File: src/rtl/mem_wb_stage.sv
// rtl/mem_wb_stage.sv - MEM/WB pipeline register with load extraction, write-back control and retire counter
//
// Purpose:
//   Registers the MEM-stage entry one cycle after data memory. Load data is
//   extracted (byte/half/word, little-endian lane from alu_res[1:0]) and
//   sign/zero-extended before capture, so the register-file write port is
//   driven straight from registered state.
//
// Optional feature macro: WB_BYPASS_EN (adds byp_en/byp_addr/byp_data).
//
// Ports:
//   clk, rst_n         clock, asynchronous active-low reset
//   stall, flush       hold stage / kill entry being captured (flush wins)
//   in_valid           MEM-stage entry valid
//   alu_res            ALU result, also the load byte address
//   mem_data           raw word read from data memory
//   mem_to_reg         1: write loaded data, 0: write alu_res
//   reg_write          instruction writes a register
//   rd                 destination register
//   load_size          00 byte, 01 half, 10 word, 11 treated as word
//   load_unsigned      1: zero-extend, 0: sign-extend
//   wb_valid           registered entry valid
//   wb_en              register-file write enable
//   wb_addr, wb_data   register-file write address / data
//   misalign           registered misaligned-load flag
//   retire_cnt         count of accepted valid entries (wraps)
//   byp_en/addr/data   forwarding copy of the write port (WB_BYPASS_EN only)

module mem_wb_stage #(
    parameter int DATA_W     = 32,
    parameter int REG_ADDR_W = 5,
    parameter int CNT_W      = 32
) (
    input  logic                  clk,
    input  logic                  rst_n,
    input  logic                  stall,
    input  logic                  flush,
    input  logic                  in_valid,
    input  logic [DATA_W-1:0]     alu_res,
    input  logic [DATA_W-1:0]     mem_data,
    input  logic                  mem_to_reg,
    input  logic                  reg_write,
    input  logic [REG_ADDR_W-1:0] rd,
    input  logic [1:0]            load_size,
    input  logic                  load_unsigned,
    output logic                  wb_valid,
    output logic                  wb_en,
    output logic [REG_ADDR_W-1:0] wb_addr,
    output logic [DATA_W-1:0]     wb_data,
    output logic                  misalign,
    output logic [CNT_W-1:0]      retire_cnt
`ifdef WB_BYPASS_EN
    ,
    output logic                  byp_en,
    output logic [REG_ADDR_W-1:0] byp_addr,
    output logic [DATA_W-1:0]     byp_data
`endif
);

    logic                  valid_q;
    logic                  reg_write_q;
    logic [REG_ADDR_W-1:0] addr_q;
    logic [DATA_W-1:0]     data_q;
    logic                  misalign_q;
    logic [CNT_W-1:0]      cnt_q;

    logic [DATA_W-1:0]     data_d;
    logic                  misalign_d;
    logic [7:0]            byte_lane;
    logic [15:0]           half_lane;
    logic [DATA_W-1:0]     load_val;
    logic                  bad_align;

    always_comb begin
        byte_lane  = 8'h00;
        half_lane  = 16'h0000;
        load_val   = '0;
        bad_align  = 1'b0;
        data_d     = '0;
        misalign_d = 1'b0;

        case (alu_res[1:0])
            2'd0:    byte_lane = mem_data[7:0];
            2'd1:    byte_lane = mem_data[15:8];
            2'd2:    byte_lane = mem_data[23:16];
            default: byte_lane = mem_data[31:24];
        endcase
        half_lane = alu_res[1] ? mem_data[31:16] : mem_data[15:0];

        case (load_size)
            2'b00: begin
                load_val = load_unsigned ? {{(DATA_W-8){1'b0}}, byte_lane}
                                         : {{(DATA_W-8){byte_lane[7]}}, byte_lane};
            end
            2'b01: begin
                load_val  = load_unsigned ? {{(DATA_W-16){1'b0}}, half_lane}
                                          : {{(DATA_W-16){half_lane[15]}}, half_lane};
                bad_align = alu_res[0];
            end
            default: begin
                // 11 is reserved and behaves exactly like a word load
                load_val  = mem_data;
                bad_align = (alu_res[1:0] != 2'b00);
            end
        endcase

        if (mem_to_reg) begin
            // Misalignment only matters for a live load; a bubble keeps
            // whatever was extracted since it can never be written back.
            if (in_valid && bad_align) begin
                misalign_d = 1'b1;
                data_d     = '0;
            end else begin
                data_d = load_val;
            end
        end else begin
            data_d = alu_res;
        end
    end

    always_ff @(posedge clk or negedge rst_n) begin
        if (!rst_n) begin
            valid_q     <= 1'b0;
            reg_write_q <= 1'b0;
            addr_q      <= '0;
            data_q      <= '0;
            misalign_q  <= 1'b0;
            cnt_q       <= '0;
        end else if (flush) begin
            // Only the flags are cleared; payload holds and is never used.
            valid_q    <= 1'b0;
            misalign_q <= 1'b0;
        end else if (!stall) begin
            valid_q     <= in_valid;
            reg_write_q <= reg_write;
            addr_q      <= rd;
            data_q      <= data_d;
            misalign_q  <= misalign_d;
            if (in_valid) begin
                cnt_q <= cnt_q + CNT_W'(1);
            end
        end
    end

    assign wb_valid   = valid_q;
    assign wb_addr    = addr_q;
    assign wb_data    = data_q;
    assign misalign   = misalign_q;
    assign retire_cnt = cnt_q;
    // r0 is hardwired zero, so it is never written
    assign wb_en      = valid_q & reg_write_q & (addr_q != '0) & ~misalign_q;

`ifdef WB_BYPASS_EN
    assign byp_en   = wb_en & ~stall;
    assign byp_addr = addr_q;
    assign byp_data = data_q;
`endif

endmodule

File: config.mk
export PLATFORM = sky130hd
export DESIGN_NAME = mem_wb_stage
export DESIGN_NICKNAME = d
export VERILOG_FILES = /design/src/rtl/mem_wb_stage.sv
export SDC_FILE = /design/constraint.sdc
export NUM_CORES = 1
export LEC_CHECK = 0
export ABC_AREA = 1
export BUFFER_PORTS_ARGS = -buffer_cell sky130_fd_sc_hd__buf_2
export CAP_MARGIN = 15
export CORE_ASPECT_RATIO = 1.75
export CORE_MARGIN = 1.5
export CORE_UTILIZATION = 45
export CTS_CLUSTER_DIAMETER = 120
export DETAILED_ROUTE_END_ITERATION = 12
export GPL_ROUTABILITY_DRIVEN = 0
export PLACE_DENSITY = 0.75
export SLEW_MARGIN = 20
export SYNTH_ARGS = -nofsm -noshare
export SYNTH_HDL_FRONTEND = slang
export SYNTH_SLANG_ARGS = --single-unit
export TNS_END_PERCENT = 100
File: constraint.sdc
create_clock -name clk -period 1.55 [get_ports clk]
set_input_delay 0.155 -clock clk [delete_from_list [all_inputs] [get_ports clk]]
set_output_delay 0.155 -clock clk [all_outputs]
set_load 0.01 [all_outputs]
# == Word level (Yosys, flattened, before mapping) ==
# Cells that the tools add are included.
# totals
reg_bits,72
in_bits,79
output_inout_bits,72
elab_cells,38
# classes
n_addsub,1
n_eq_ne,4
muxes,14
bitwise,6
reduce_logical,7
# ops
operator,n
2-to-1 mux 32 bit,4
case mux 32 bit (2 select lines),1
adder 32 x 1 -> 32 bit (second input constant),1
case mux 8 bit (3 select lines),1
2-to-1 mux 16 bit,1
2-to-1 mux 1 bit,6
nonzero test 5 bit,1
== test 2 x 1 -> 1 bit (second input constant),2
logical NOT 2 bit,2
AND 1 bit,3
NOT 1 bit,3
AND reduction 3 bit,1
== test 2 bit (second input constant),1
inequality test 2 x 1 -> 1 bit (second input constant),1
case mux 1 bit (2 select lines),1
AND reduction 2 bit,1
nonzero test 2 bit,1
logical AND 1 bit,1

# == Longest topological paths before layout ==
# Gate-level depths: netlist (run 1).
# logic_depth
depth_word,7
mapped_depth,9
ltp_nobuf,9

# == Worst setup path before layout (run 1) ==
# No wires, ideal clock.
# synth_timing
path_kind,flip-flop to flip-flop
start,"register cnt_q[0], in the netlist retire_cnt[0]"
end,"register cnt_q[24], in the netlist retire_cnt[24]"
setup_time_ns,0.121
t_arrival_ns,1.460
setup_slack_ns,-0.030
path_stages_with_launch,9
synth_period_minus_slack_ns,1.580
path_cell_list,dfrtp_1 -> ha_1 -> nand3_1 -> nor2_2 -> nand2_2 -> nor2_4 -> nand3_2 -> o21ai_1 -> nand2_1
# synth_via
elab_chain_cells,1
# synth_rtl
element,line,text
from (decl),65,logic [CNT_W-1:0] cnt_q;
from (signal assigned),140,cnt_q <= cnt_q + CNT_W'(1);
adder 32 x 1 -> 32 bit,140,
# Every way passes these cells.
# A chain may end at the register's enable or synchronous reset.

# == Worst setup path in the final report (run 1) ==
# layout_timing
start,"register cnt_q[7], in the netlist retire_cnt[7]"
end,"register cnt_q[29], in the netlist retire_cnt[29]"
# Same word-level chain as after synthesis.

==> results of run 1 <==
==> routing by layer <==
metal,wire [um],up-vias,share of wire (%)
li1,-,2541,-
met1,5360,2457,35
met2,8220,266,54
met3,949,58,6.2
met4,792,0,5.2
met5,0,-,0
==> flip-flops by register name, indices dropped and copies added, names as in the netlist <==
name,cells
reg_write_q,1
misalign,1
wb_valid,1
wb_addr,5
retire_cnt,32
wb_data,32
==> cells by family (layout without fill, tap and decap cells) <==
kind of cell / Yosys count / in the layout / synth area share (%)
adders and majority gates: 1 / 1 / 0.269
buffers and inverters: 65 / 245 / 6.22
xor gates and xnor gates: 16 / 16 / 3.01
AOI/OAI and AO/OA: 108 / 108 / 12.9
DFF: 72 / 72 / 38.8
and+or+nand+nor: 425 / 425 / 38.8
==> where the power goes <==
part / leakage, nW / internal (mW) / total (mW) / switching [mW]
Clock: 0.138 / 1.12 / 1.92 / 0.803
Sequential: 0.893 / 2.12 / 2.31 / 0.197
Combinational: 2.03 / 0.594 / 1.46 / 0.866
Total: 3.06 / 3.83 / 5.69 / 1.87
==> worst min-delay path: stages <==
cell and delay, ns:
buf_2 0.08, nand2_1 0.04, nand2_1 0.05
==> final cells by class <==
type                            instances  area [um2]
Clock buffer                           10         239
Clock inverter                          5        32.5
Fill cell                             912        3840
Inverter                               40         150
Multi-Input combinational cell        550        2680
Sequential cell                        72        1810
Tap cell                              125         156
Timing Repair Buffer                  190        1070
==> layout by cell type, fill, tap and decap left out, types with 10 or more instances in the layout <==
cell type  Yosys  layout
a21oi_1       72      72
a21oi_2       10      10
buf_2          5     150
buf_4          2      38
dfrtp_1       72      69
inv_1         34      33
nand2_1      221     219
nand2_2       12      14
nand3_1       26      25
nor2_1       134     116
nor2_2         5      16
nor2_4         4      11
o21ai_0       14      14
==> repair_timing <==
action                     CTS  global route
setup buffers               10             4
hold buffers                 1             0
gates resized for setup      1            35
cloned                       0             0
hold endpoints to repair    72             0
pin swaps                    6            12
setup endpoints to repair    2            26
==> cells in the mapped netlist <==
cell type	count	area [um2]
a21oi_1	72	360
a21oi_2	10	87.6
buf_1	3	11.3
buf_12	1	20.0
buf_2	5	25.0
buf_4	2	15.0
buf_6	2	22.5
clkbuf_1	12	45.0
clkinv_1	1	3.75
dfrtp_1	72	1800
ha_1	1	12.5
inv_1	34	128
inv_2	5	18.8
nand2_1	221	830
nand2_2	12	75.1
nand2_4	1	11.3
nand3_1	26	130
nand3_2	3	30.0
nand3_4	2	35.0
nand3b_1	7	52.6
nand4_1	5	31.3
nor2_1	134	503
nor2_2	5	31.3
nor2_4	4	45.0
nor3_1	3	15.0
nor3_2	1	10.0
o211ai_1	6	45.0
o21ai_0	14	70.1
o21ai_1	4	20.0
o21ai_2	1	8.76
o31ai_1	1	7.51
or2_1	1	6.26
xnor2_1	8	70.1
xor2_1	8	70.1
==> metrics by stage <==
stage | worst slack, ns | power (mW)
2_1_floorplan | 0.00261 | 3.05
3_3_place_gp | 0.0577 | 3.63
3_5_place_dp | -0.0138 | 3.68
4_1_cts | 0.00613 | 5.66
5_1_grt | -0.100 | 5.99
6_report | 0.000308 | 5.69
==> worst max-delay path by stage <==
stage,from,to,slack (ns)
floorplan,retire_cnt[0]$_DFFE_PN0P_,retire_cnt[24]$_DFFE_PN0P_,0.003
global placement,retire_cnt[13]$_DFFE_PN0P_,retire_cnt[29]$_DFFE_PN0P_,0.06
detailed placement,retire_cnt[0]$_DFFE_PN0P_,retire_cnt[24]$_DFFE_PN0P_,-0.01
CTS,retire_cnt[3]$_DFFE_PN0P_,retire_cnt[27]$_DFFE_PN0P_,0.006
global route,retire_cnt[6]$_DFFE_PN0P_,retire_cnt[22]$_DFFE_PN0P_,-0.10
finish,retire_cnt[7]$_DFFE_PN0P_,retire_cnt[29]$_DFFE_PN0P_,0.0003
==> impl_metrics.tcl, run 1 <==
set metrics [dict create \
    first_pass_iters 7 \
    antenna_found_initial 0 \
    arrival_ns 1.75 \
    io_pins 151 \
    portBuffers 150 \
    syn-instance-count 687 \
    start_util_pct 46.6 \
    fin_util_pct 61.4 \
    ys_ff_latch 72 \
    synth_area_um2 4650 \
    cts_made_buffers 9 \
    stdcell_count 992 \
    grt_pass1_vias 5187 \
    layout_min_cycle_time_ns 1.55 \
    hold_slack_ns 0.0291 \
    min_to "wb_addr[2]$_DFFE_PN0P_" \
    yosysWarningCount 0 \
    min_period_over_period_pct 100 \
    fin_area_um2 6120 \
    drc 0 \
    diodes 0 \
    yosys.cell_types.count 34 \
    post_dp_cell_area_um2 5630 \
    synth_area_per_cell_um2 6.77 \
    timing.rr.end "retire_cnt[29]$_DFFE_PN0P_" \
    setup_viol 0 \
    grt_first_pass_wirelength_um 24400 \
    reg2regPathDepth 9 \
    finClkSkew_ns 0.0111 \
    status "finished, final reports clean" \
    cts_tree "yes" \
    slew_headroom_pct 57.5 \
    use_met1_pct 29.9 \
    fin_nets 943 \
    grt_remaining_overflow 0 \
    cp_num_buf_inv 0 \
    track_usage_pct 28.8 \
    cts.htree.levels 3 \
    tightest_slew_ns 0.636 \
    routed_wl_um 15300 \
    setup_tns_ns 0 \
    core-area_um2 9970 \
    syn_to_final_growth_pct 31.8 \
    hp-start "rd[2]" \
    cp_num_cells 9 \
    routed_via_density 5.36 \
    die-area_um2 11000 \
    dp_hpwl_um 11500 \
    crit_family "simple AND/OR/NAND/NOR gates" \
    routedWlPerCell_um 15.4 \
    ant_nets 0 \
    place_inst 963 \
    irDropWorstVdd_uv 803 \
    crit_fanout 4 \
    hp-class "in -> reg" \
    drtIter0Drc 343 \
    vias 5322 \
    clk_latency_ns 0.33 \
    required_ns 1.75 \
    critical_path.slowest_cell "dfrtp_1" \
    cp-start-kind "flop" \
    crit_type "reg -> reg" \
    cap_violations 0 \
    r2r_setup_slack_ns 0.0003 \
    cts_root_buf "clkbuf_16" \
    fp.dieW_um 79.8 \
    die_h_um 137 \
    rsz0062_at_grt "true" \
    cp_common_cell "nand2_1" \
    clockBufferDepth 2 \
    max_freq_ghz 0.645 \
    crit_chain "nand2_1 > nor2_2 > nand2_1 > nor2_2 > nand2_1 > nand2_1 > nand2_1 > nand2_1 > o21ai_0" \
    p_leak_nw 3.06 \
    grt.met2_usage_pct 53.4 \
    grt_busiest_layer "met2" \
    slowest_delay_ns 0.42 \
    seq_area_frac_synth_pct 38.8 \
    holdPathStages 3 \
    regToRegStartpoint "retire_cnt[7]$_DFFE_PN0P_" \
    grt_max_degree 73 \
    power_density_nw_per_um2 930 \
    grt_use_met3_pct 4.64 \
    finalHoldViolations 0 \
    cts.sinks 72 \
    row_count 48 \
    drv_slew 0 \
    syn-num-nets 767 \
    clk_transition_reported_paths_ns 0.06 \
    drive_gt1_share_pct 31.7 \
    critPathCaptureType "flop" \
]
Note: power is estimated with default switching activity, not from simulation.
==> run 2: changes to the inputs <==
--- a/config.mk
+++ b/config.mk
@@ -15,6 +15,7 @@
 export DETAILED_ROUTE_END_ITERATION = 12
 export GPL_ROUTABILITY_DRIVEN = 0
 export PLACE_DENSITY = 0.75
+export REMOVE_ABC_BUFFERS = 1
 export SLEW_MARGIN = 20
 export SYNTH_ARGS = -nofsm -noshare
 export SYNTH_HDL_FRONTEND = slang
==> run 2 against run 1 <==
Effect of this change:
- sequential cell count unchanged
- first-iteration DRC count decreased by 0.87%
- final area increased by 1.8%
- largest power group unchanged
- the run now ends with negative setup slack left
- largest cell class unchanged
==> impl_metrics.tcl, run 2 (synthesis results as in run 1) <==
set metrics [dict create \
    r2r_setup_slack_ns -0.04 \
    grt_max_degree 38 \
    irDropWorstVdd_uv 610 \
    cp-start-kind "flop" \
    arrival_ns 1.87 \
    critPathCaptureType "flop" \
    routed.top_layer "met4" \
    startpoint "retire_cnt[1]$_DFFE_PN0P_" \
    reg2regPathDepth 10 \
    violations "negative setup slack" \
    grt_remaining_overflow 0 \
    clk_latency_ns 0.34 \
    cp_num_cells 10 \
    fin_util_pct 62.6 \
    cts_made_buffers 9 \
    holdPathStages 3 \
    cap_violations 0 \
    required_ns 1.83 \
    wl_met2_um 8870 \
    crit_fanout 3 \
    p_seq_share_pct 37.7 \
    row_count 48 \
    drc 0 \
    crit_family "simple AND/OR/NAND/NOR gates" \
    cts.sinks 72 \
    cts_tree "yes" \
    portBuffers 150 \
    fp.dieW_um 79.8 \
    fin_nets 945 \
    hold_slack_ns 0.0269 \
    internal_power_mw 4.21 \
    timing.rr.end "retire_cnt[18]$_DFFE_PN0P_" \
    clk_transition_reported_paths_ns 0.06 \
    vias 5366 \
    setup_viol 1 \
    cts.htree.levels 3 \
    p_sw_share_pct 31.5 \
    final_cell_mix "nand2_1, buf_2, nor2_1" \
    finClkSkew_ns 0.00767 \
    p_sw_mw 1.94 \
    die_h_um 137 \
    drive_gt1_share_pct 32.0 \
    cts_root_buf "clkbuf_16" \
    grt_pass1_vias 5332 \
    fin_ws_ns -0.0413 \
    tightest_slew_ns 0.688 \
    critical_path.endpoint "retire_cnt[18]$_DFFE_PN0P_" \
    grt_first_pass_wirelength_um 24200 \
    p_leak_nw 3.15 \
    wl_met3_um 1080 \
    routed_via_density 5.39 \
    layout_min_cycle_time_ns 1.59 \
    slew_headroom_pct 54.0 \
    start_util_pct 46.6 \
    regToRegStartpoint "retire_cnt[1]$_DFFE_PN0P_" \
    crit_type "reg -> reg" \
    pwr-share-clk_pct 37.4 \
    syn_to_final_growth_pct 34.2 \
    ant_nets 0 \
    max_freq_ghz 0.628 \
    diodes 0 \
    clockBufferDepth 2 \
    cp_num_buf_inv 2 \
    die-area_um2 11000 \
    finalHoldViolations 0 \
    setup_tns_ns -0.0413 \
    io_pins 151 \
    final_common_cell "nand2_1" \
    dp_hpwl_um 11700 \
    antenna_found_initial 0 \
    routed_wl_um 16000 \
    power_density_nw_per_um2 985 \
    wl_met1_um 5440 \
    min_period_over_period_pct 103 \
    crit_chain "ha_2 > nand3_4 > nor2_4 > nand2_4 > nor2_4 > buf_6 > nand4_1 > clkinv_1 > nand2_1 > nand2_1" \
    rsz0062_at_grt "true" \
    combPwrFrac_pct 24.9 \
    track_usage_pct 28.6 \
    core-area_um2 9970 \
    status "complete, but fails checks" \
    first_pass_iters 6 \
    hp-class "in -> reg" \
    critical_path.slowest_cell "dfrtp_1" \
    drv_slew 0 \
    routedWlPerCell_um 16.1 \
    drtIter0Drc 340 \
    slowest_delay_ns 0.38 \
]
run 2: timing repair:
| item | CTS | global route |
|---|---|---|
| hold endpoints to repair | 29 | 0 |
| resized for setup | 5 | 38 |
| endpoints found under the setup margin | 4 | 20 |
| setup buffers | 2 | 10 |
| pin swaps | 3 | 9 |
| hold buffers | 1 | 0 |
run 2: layer usage:
layer  GRT usage [%]  vias up
met5               0        -
met4            16.1        0
met3            4.64       53
met2            54.8      279
met1            28.5     2484
li1                -     2550
run 2: worst min-delay path: cells and delay by family:
family | cells | cell delay [ns]
simple gates | 2 | 0.10
buf+inv | 1 | 0.08
run 2: worst min-delay path by stage:
| stage | start | to | slack, ns |
|---|---|---|---|
| floorplan | rst_n | misalign$_DFFE_PN0P_ | -0.14 |
| global placement | rst_n | retire_cnt[5]$_DFFE_PN0P_ | 0.13 |
| detailed placement | rst_n | retire_cnt[6]$_DFFE_PN0P_ | 0.15 |
| CTS | rd[4] | wb_addr[4]$_DFFE_PN0P_ | 0.02 |
| global route | rd[2] | wb_addr[2]$_DFFE_PN0P_ | 0.03 |
| finish | rd[2] | wb_addr[2]$_DFFE_PN0P_ | 0.03 |
run 2: through the flow:
step	setup slack, ns	instance area [um2]	cells	power (mW)
2_1_floorplan	-0.168	4510	662	3.00
3_3_place_gp	-0.000134	5660	966	3.68
3_5_place_dp	-0.0207	5660	966	3.73
4_1_cts	0.00711	6030	985	6.06
5_1_grt	-0.108	6240	995	6.41
6_report	-0.0413	6240	995	6.15
run 2: layout make-up:
cell class	count	area, um2
repair buffers	192	1100
clock buffers	12	246
fillers	928	3730
well taps	125	156
inverters	40	150
multi-input cells	550	2700
flip-flops and latches	72	1810
clock inverters	4	77.6
run 2: power groups by stage:
stage / registers (mW) / logic (mW) / clock network [mW]
2_1_floorplan: 2.42 / 0.574 / 0
4_1_cts: 2.29 / 1.44 / 2.32
5_1_grt: 2.34 / 1.68 / 2.40
3_5_place_dp: 2.32 / 1.40 / 0
6_report: 2.32 / 1.53 / 2.30
3_3_place_gp: 2.31 / 1.36 / 0
==> run 3: changes to the inputs <==
--- a/config.mk
+++ b/config.mk
@@ -14,7 +14,7 @@
 export CTS_CLUSTER_DIAMETER = 120
 export DETAILED_ROUTE_END_ITERATION = 12
 export GPL_ROUTABILITY_DRIVEN = 0
-export PLACE_DENSITY = 0.75
+export PLACE_DENSITY = 0.72
 export REMOVE_ABC_BUFFERS = 1
 export SLEW_MARGIN = 20
 export SYNTH_ARGS = -nofsm -noshare
==> constraint.sdc (replaced) <==
create_clock -name clk -period 1.56 [get_ports clk]
set_input_delay 0.156 -clock clk [delete_from_list [all_inputs] [get_ports clk]]
set_output_delay 0.156 -clock clk [all_outputs]
set_load 0.01 [all_outputs]
==> run 3 against run 2 <==
Effect of this change:
- the flow now finishes without violations
- critical path depth fell by 2
- utilization fell by 0.40 points
- combinational power fell by 5%
- total power barely moved
- worst setup slack improved by 0.085 ns
- wire length fell by 3.9%
- clock skew fell by 0.00059 ns
- maximum frequency rose by 5.0%
- register-to-register slack improved by 0.09 ns
- global-route usage fell by 0.78 points
- final cell count fell by 0.40%
- first-iteration DRC count fell by 12%
- highest routed layer unchanged
==> impl_metrics.tcl, run 3 (synthesis results as in run 1) <==
set metrics [dict create \
    final_cell_mix "nand2_1, buf_2, nor2_1" \
    fin_ws_ns 0.0439 \
    cts_root_buf "clkbuf_16" \
    drtIter0Drc 298 \
    clk_transition_reported_paths_ns 0.06 \
    cp-start-kind "flop" \
    status "finished, final reports clean" \
    hold_slack_ns 0.0199 \
    diodes 0 \
    grt_remaining_overflow 0 \
    io_pins 151 \
    final_common_cell "nand2_1" \
    dp_slack_ns -0.0542 \
    grt_max_degree 73 \
    fp.dieW_um 79.8 \
    min_to "reg_write_q$_DFFE_PN0P_" \
    row_count 48 \
    clockBufferDepth 2 \
    start_util_pct 46.6 \
    drive_gt1_share_pct 32.2 \
    crit_type "reg -> reg" \
    finClkSkew_ns 0.00708 \
    track_usage_pct 27.9 \
    dp_hpwl_um 11300 \
    routed_via_density 5.31 \
    critPathCaptureType "flop" \
    routedWlPerCell_um 15.5 \
    slew_headroom_pct 54.8 \
    cts_tree "yes" \
    core-area_um2 9970 \
    drv_slew 0 \
    r2r_setup_slack_ns 0.04 \
    drc 0 \
    max_freq_ghz 0.660 \
    hp-start "reg_write" \
    vias 5262 \
    setup_viol 0 \
    crit_fanout 5 \
    die_h_um 137 \
    portBuffers 150 \
    cap_violations 0 \
    rsz0062_at_grt "true" \
    clk_latency_ns 0.34 \
    fin_nets 941 \
    reg2regPathDepth 8 \
    hp-class "in -> reg" \
    timing.rr.end "retire_cnt[24]$_DFFE_PN0P_" \
    cts.htree.levels 3 \
    antenna_found_initial 0 \
    tightest_slew_ns 0.677 \
    regToRegStartpoint "retire_cnt[1]$_DFFE_PN0P_" \
    cts_made_buffers 9 \
    fin_area_um2 6200 \
    holdPathStages 3 \
    arrival_ns 1.74 \
    routed_wl_um 15400 \
    syn_to_final_growth_pct 33.3 \
    grt_first_pass_wirelength_um 23700 \
    cts.sinks 72 \
    irDropWorstVdd_uv 777 \
    power_density_nw_per_um2 991 \
    ant_nets 0 \
    layout_min_cycle_time_ns 1.52 \
    first_pass_iters 6 \
    p_leak_nw 3.09 \
    finalHoldViolations 0 \
    min_period_over_period_pct 97.2 \
    required_ns 1.78 \
    grt_pass1_vias 5247 \
    post_dp_cell_area_um2 5670 \
    die-area_um2 11000 \
]
[run 3: changes by cell type in the layout (fill, tap and decap cells not counted), moves of 3 or more]
cell,delta
nand2_2,+3
buf_4,-7
nand2_4,-3
dfrtp_1,-3
dfrtp_2,+3
nor2_4,-3
nor2_2,+4
[run 3: timing repair]
action | in CTS | in global routing
pin swaps | 2 | 9
gates resized for setup | 4 | 37
buffers inserted | 2 | 6
endpoints found under the setup margin | 3 | 16
hold buffers | 1 | 0
hold endpoints to repair | 72 | 0
[run 3: power by group]
group / leakage [nW] / switching [mW] / internal (mW)
registers: 0.883 / 0.186 / 2.10
logic: 2.04 / 0.862 / 0.602
clock network: 0.162 / 0.834 / 1.56
[run 3: routing by layer]
metal / GRT usage (%) / up-vias / part of all wire, %
li1: - / 2543 / -
met1: 27.7 / 2434 / 34
met2: 52.2 / 228 / 54
met3: 5.10 / 57 / 6.2
met4: 16.9 / 0 / 5.3
met5: 0 / - / 0
[run 3: worst max path at each step]
stage / depth (start not counted) / slack, ns / from / end
after global placement: 10 / 0.03 / retire_cnt[5]$_DFFE_PN0P_ / retire_cnt[31]$_DFFE_PN0P_
after global routing: 9 / -0.07 / retire_cnt[6]$_DFFE_PN0P_ / retire_cnt[29]$_DFFE_PN0P_
after floorplan: 8 / -0.16 / flush / retire_cnt[24]$_DFFE_PN0P_
final: 8 / 0.04 / retire_cnt[1]$_DFFE_PN0P_ / retire_cnt[24]$_DFFE_PN0P_
after detailed placement: 8 / -0.05 / retire_cnt[0]$_DFFE_PN0P_ / retire_cnt[17]$_DFFE_PN0P_
after CTS: 10 / 0.002 / retire_cnt[8]$_DFFE_PN0P_ / retire_cnt[26]$_DFFE_PN0P_
[run 3: final cells by class]
type                            count  area [um2]
Fill cell                         922        3770
Inverter                           40         150
Sequential cell                    72        1810
Clock inverter                      6         108
Multi-Input combinational cell    550        2660
Clock buffer                       10         229
Tap cell                          125         156
Timing Repair Buffer              188        1080
[run 3: worst max-delay path, cell delays in order, from the launching register on]
cell	delay, ns
dfrtp_1	0.37
ha_2	0.20
nand3_2	0.10
nor2_4	0.13
nand2_2	0.09
nor2_4	0.20
nand3_4	0.12
o21ai_2	0.12
nand2_1	0.06
[run 3: through the flow]
step	utilization [%]	total power, mW	instances	setup TNS, ns
6_report	62.1	6.14	991	0
4_1_cts	60.7	6.11	985	0
3_3_place_gp	56.9	3.65	966	0
5_1_grt	62.1	6.43	991	-0.391
2_1_floorplan	-	2.98	662	-1.03
3_5_place_dp	56.9	3.69	966	-0.0667
